<file path="src/rtl/fighter_core.sv">
// fighter_core: one player's position, health and healing state for a turn-based fighting game.
module fighter_core #(
    parameter int NUM_POS     = 3,
    parameter int HP_W        = 2,
    parameter int HP_MAX      = 3,
    parameter int HEAL_WAIT   = 2,
    parameter int KICK_RANGE  = 1,
    parameter int PUNCH_RANGE = 0,
    parameter int KICK_DMG    = 1,
    parameter int PUNCH_DMG   = 2,
    localparam int PW         = $clog2(NUM_POS)
) (
    input  logic            clk,
    input  logic            reset,
    input  logic            action_en_i,
    input  logic            game_over_i,
    input  logic [2:0]      my_action_i,
    input  logic [2:0]      opp_action_i,
    input  logic [PW-1:0]   opp_pos_i,
    output logic [PW-1:0]   pos_o,
    output logic [HP_W-1:0] health_o,
    output logic            ko_o,
    output logic            hit_o
);
    localparam int TOP = 2 * (NUM_POS - 1);
    logic            en_q, hit_q, strb, clash, heal, mv_r, mv_l, await_m;
    logic [PW-1:0]   pos_q, pos_d;
    logic [HP_W-1:0] health_q, health_d;
    logic [2:0]      wait_q, wait_d;
    logic [PW:0]     sum, gap;
    int              dmg;
    always_comb begin
        strb     = action_en_i && !en_q && !game_over_i && health_q != '0;
        sum      = {1'b0, pos_q} + {1'b0, opp_pos_i};
        // an out-of-range opponent index clamps the gap at zero instead of wrapping
        gap      = (int'(sum) > TOP) ? '0 : (PW+1)'(TOP - int'(sum));
        mv_r     = my_action_i[2:1] == 2'b11;
        mv_l     = my_action_i[2:1] == 2'b10;
        await_m  = my_action_i == 3'b010;
        clash    = my_action_i == 3'b000 && opp_action_i == 3'b000 && int'(gap) <= KICK_RANGE;
        dmg      = (opp_action_i == 3'b000 && int'(gap) <= KICK_RANGE && !clash && my_action_i != 3'b011) ? KICK_DMG :
                   (opp_action_i == 3'b001 && int'(gap) <= PUNCH_RANGE) ? PUNCH_DMG : 0;
        heal     = await_m && dmg == 0 && int'(wait_q) + 1 >= HEAL_WAIT;
        wait_d   = (await_m && dmg == 0 && !heal) ? wait_q + 3'd1 : 3'd0;
        pos_d    = (mv_r && gap != '0 && int'(pos_q) < NUM_POS - 1) ? pos_q + PW'(1) :
                   ((mv_l || clash) && pos_q != '0) ? pos_q - PW'(1) : pos_q;
        health_d = (dmg != 0) ? ((dmg >= int'(health_q)) ? '0 : health_q - HP_W'(dmg)) :
                   (heal && int'(health_q) < HP_MAX) ? health_q + HP_W'(1) : health_q;
    end
    always_ff @(posedge clk or negedge reset) begin
        if (!reset) begin
            en_q     <= 1'b1;
            hit_q    <= 1'b0;
            pos_q    <= '0;
            health_q <= HP_W'(HP_MAX);
            wait_q   <= 3'd0;
        end else begin
            en_q  <= action_en_i;
            hit_q <= strb && dmg != 0;
            if (strb) begin
                pos_q    <= pos_d;
                health_q <= health_d;
                wait_q   <= wait_d;
            end
        end
    end
    assign pos_o    = pos_q;
    assign health_o = health_q;
    assign ko_o     = health_q == '0;
    assign hit_o    = hit_q;
endmodule

</file>
<file path="config.mk">
export PLATFORM = sky130hd
export DESIGN_NAME = fighter_core
export DESIGN_NICKNAME = d
export VERILOG_FILES = /design/src/rtl/fighter_core.sv
export SDC_FILE = /design/constraint.sdc
export NUM_CORES = 1
export LEC_CHECK = 0
export ABC_AREA = 1
export ABC_CLOCK_PERIOD_IN_PS = 3450
export CORE_MARGIN = 1.5
export CORE_UTILIZATION = 25
export DETAILED_ROUTE_END_ITERATION = 7
export PLACE_DENSITY = 0.48
export RECOVER_POWER = 50
export SETUP_SLACK_MARGIN = 0.02
export SKIP_LAST_GASP = 1
export SLEW_MARGIN = 20
export SYNTH_ARGS = -nofsm -noshare
export SYNTH_HDL_FRONTEND = slang
export SYNTH_SLANG_ARGS = --single-unit
</file>
<file path="constraint.sdc">
create_clock -name clk -period 3.45 [get_ports clk]
set_input_delay 0.69 -clock clk [delete_from_list [all_inputs] [get_ports clk]]
set_output_delay 0.69 -clock clk [all_outputs]
set_load 0.02 [all_outputs]
</file>
==> metrics.yaml <==
clock_network:
  clk_path_buf_depth: 2
  tritoncts: "built"
  root_buffer: "sky130_fd_sc_hd__clkbuf_4"
  cts.clk_slew.worst_paths_ns: 0.06
  numCtsBuffers: 3
  post-cts-setup-buffer-count: 0
  htreeDepth: 1
  ctsResizeCount: 0
  clock_latency_at_the_later_pin_of_the_worst_skew_pair_ns: 0.26
  cts.hold.buffers_added: 0
  clock_sinks: 9
cells_and_area:
  fraction_of_layout_instances_using_a_drive_strength_above_1: 0.172
  area_growth_pct: 31.6
  final_cell_area_sq_um: 1020
  finish.net_count: 150
  antenna_cells: 0
timing:
  final-hold-violation-count: 0
  unrepaired_setup_endpoints_after_global_routing: "false"
  timing.final.setup_violations: 0
  timing.final.crit_share: 0.915
  clock-skew-final_ns: 0.00803
  layout_min_cycle_time_ns: 3.16
  slew-limit-headroom: 0.723
  worstMarginPinSlew_ns: 0.415
  maxSlewViolCount: 0
  fmaxAchievable_ghz: 0.317
setup_path:
  timing.critical_path.slowest_stage_cell: "sky130_fd_sc_hd__fa_1"
  timing.critical_path.mode_cell: "sky130_fd_sc_hd__nand2_1"
  critPathMaxFanout: 3
  rr_endpoint: "health_o[1]"
  cp_required_ns: 3.65
  path_cells: "clkdlybuf4s50_1 -> ha_1 -> inv_1 -> fa_1 -> ha_1 -> inv_1 -> nand2_1 -> nand2_1 -> nand2_1 -> nand2_1 -> nand4_1 -> fa_1 -> inv_1 -> nor2_2 -> nand2_1 -> a21oi_2"
  crit_arrival_ns: 3.36
  crit_type: "primary input to register"
  r2r_slack_ns: 0.74
  critPathCaptureType: "register"
  worst-r2r-cell-count: 15
  r2r-start: "pos_o[0]"
  critPathLaunchType: "primary input"
  critical-path-max-stage-delay_ns: 0.52
synthesis:
  synth_largest_area_cell: "sky130_fd_sc_hd__dfrtp_1"
  portion_of_the_post_synthesis_area_used_by_sequential_elements: 0.295
  yosysWarnings: 0
  synth_top_cells_by_area: "sky130_fd_sc_hd__dfrtp_1, sky130_fd_sc_hd__ha_1, sky130_fd_sc_hd__nand2_1"
  synthesis.nets: 127
  synthDominantCellAreaShare: 0.194
  number_of_enable_flip_flop_cells_after_synthesis: 0
  synth-async-reset-ratio: 1.00
  synthesis.area_sq_um: 776
  synth.ff_latch_count: 9
  netlist-cell-type-count: 23
  syn_inst: 106
  postSynthAreaPerCell_sq_um: 7.32
  yosysMostFrequentCell: "sky130_fd_sc_hd__nand2_1"
  yosys_most_used_dff: "sky130_fd_sc_hd__dfrtp_1"
  yosys-top-cells-count: "sky130_fd_sc_hd__nand2_1, sky130_fd_sc_hd__inv_1, sky130_fd_sc_hd__nand3_1, sky130_fd_sc_hd__ha_1, sky130_fd_sc_hd__nor2_1"
drt:
  detail_route.wirelength_um: 1520
  first_iter_violations: 8
  detailroute.via_count: 693
  drtPass1Iterations: 4
  antenna_viol_nets_final: 0
  route.detailed.wl_per_inst_um: 9.43
  drc_errors: 0
  detail_route.vias_per_cell: 4.30
die:
  die_x_um: 58.7
  floorplan.initialDensity: 0.258
  die-area_sq_um: 3450
  chipHeight_um: 58.7
  top_level_ports: 18
  core-area_sq_um: 3000
  rows: 20
place:
  globalplace.congestion: 0.751
  dp_hpwl_um: 1310
  placed_cell_area_sq_um: 995
  port-buffer-count: 17
grt:
  grt_max_degree: 10
  grt_overflow_total: 0
  grt_use_total: 0.110
  first_global_vias: 723
  number_of_antenna_violations_at_the_first_check_in_global_routing: 0
  grt_pass1_wl_um: 2910
hold_path:
  hold_class: "register to register"
  holdPathEnd: "health_o[0]"
  hold_path_startpoint: "health_o[0]"
  min_path_cells: 2
power:
  p_leak_uw: 0.000510
  ir_drop_mv: 0.222
  power.total_uw: 579
  power_density_nw_per_um2: 567
run_status:
  status: "finished, final reports clean"
job:
  drv.max_cap_violation_count: 0
==> critical path: cells and delay by family <==
kind                     cells  cell delay, ns
adder cells (fa/ha/maj)      4            1.36
buffers and inverters        4            0.61
AND/OR/NAND/NOR              7            0.58
AO/OA/AOI/OAI                1            0.11
==> logic make-up (layout without fill, tap and decap cells) <==
group,after synthesis,count (layout),synth area share
flip-flops,9,9,0.295
AO/OA/AOI/OAI,7,7,0.0532
AND/OR/NAND/NOR,57,57,0.365
buffers and inverters,23,45,0.111
XOR/XNOR,1,1,0.0113
adder cells (fa/ha/maj),9,9,0.165
==> metal layers <==
| layer | GRT usage | part of all wire | up-vias |
|---|---|---|---|
| li1 | - | - | 370 |
| met1 | 0.128 | 0.46 | 314 |
| met2 | 0.196 | 0.51 | 9 |
| met3 | 0.0396 | 0.028 | 0 |
| met4 | 0.0195 | 0 | 0 |
| met5 | 0 | 0 | - |
==> worst max path at each step <==
stage                     cells after the start           to          from
after detailed placement                     16  health_o[1]  opp_pos_i[0]
after global placement                       16  health_o[1]  opp_pos_i[0]
final                                        16  health_o[1]  opp_pos_i[0]
after floorplan                              11  health_o[1]  opp_pos_i[0]
after CTS                                    16  health_o[1]  opp_pos_i[0]
after global routing                         16  health_o[1]  opp_pos_i[0]
==> placed cells by master, fill, tap and decap left out, types with 2 or more instances in the layout <==
cell type                          n
sky130_fd_sc_hd__o21ai_1           3
sky130_fd_sc_hd__ha_1              7
sky130_fd_sc_hd__dfrtp_1           6
sky130_fd_sc_hd__nand3_2           2
sky130_fd_sc_hd__dfstp_2           3
sky130_fd_sc_hd__nand2_2           4
sky130_fd_sc_hd__nor3_1            3
sky130_fd_sc_hd__nor2_2            2
sky130_fd_sc_hd__nand2_1          23
sky130_fd_sc_hd__fa_1              2
sky130_fd_sc_hd__inv_1            20
sky130_fd_sc_hd__clkdlybuf4s50_1  15
sky130_fd_sc_hd__clkbuf_4          3
sky130_fd_sc_hd__inv_2             3
sky130_fd_sc_hd__nand3_1          12
sky130_fd_sc_hd__dlygate4sd3_1     2
sky130_fd_sc_hd__nor2_1            7
==> area by class of cell <==
type	instances	area (sq um)
Timing Repair Buffer	18	178
Fill cell	324	1980
Clock buffer	4	26.3
Tap cell	33	41.3
Sequential cell	9	229
Multi-Input combinational cell	74	460
Inverter	23	86.3
==> report_power, final <==
part	total, uW	switching, uW	internal, uW	leakage, uW
Clock	80.8	36.3	44.5	0.0000150
Sequential	172	29.3	143	0.000103
Combinational	325	186	140	0.000392
Total	579	251	327	0.000510
==> state kept, by name (all words and copies together) (netlist names) <==
signal,count
health_o,2
wait_q,3
pos_o,2
hit_o,1
en_q,1
==> stage by stage <==
step,hold WS [ns],util,TNS [ns],worst slack (ns),instances
6_report,0.525,0.340,0,0.293,161
5_1_grt,0.557,0.340,0,0.0497,161
4_1_cts,0.537,0.340,0,0.268,161
3_5_place_dp,0.523,0.331,-0.00379,-0.00379,157
3_3_place_gp,0.517,0.331,0,0.0480,157
2_1_floorplan,0.394,-,0,0.602,106
No activity file was read; power rests on OpenSTA's default activity.
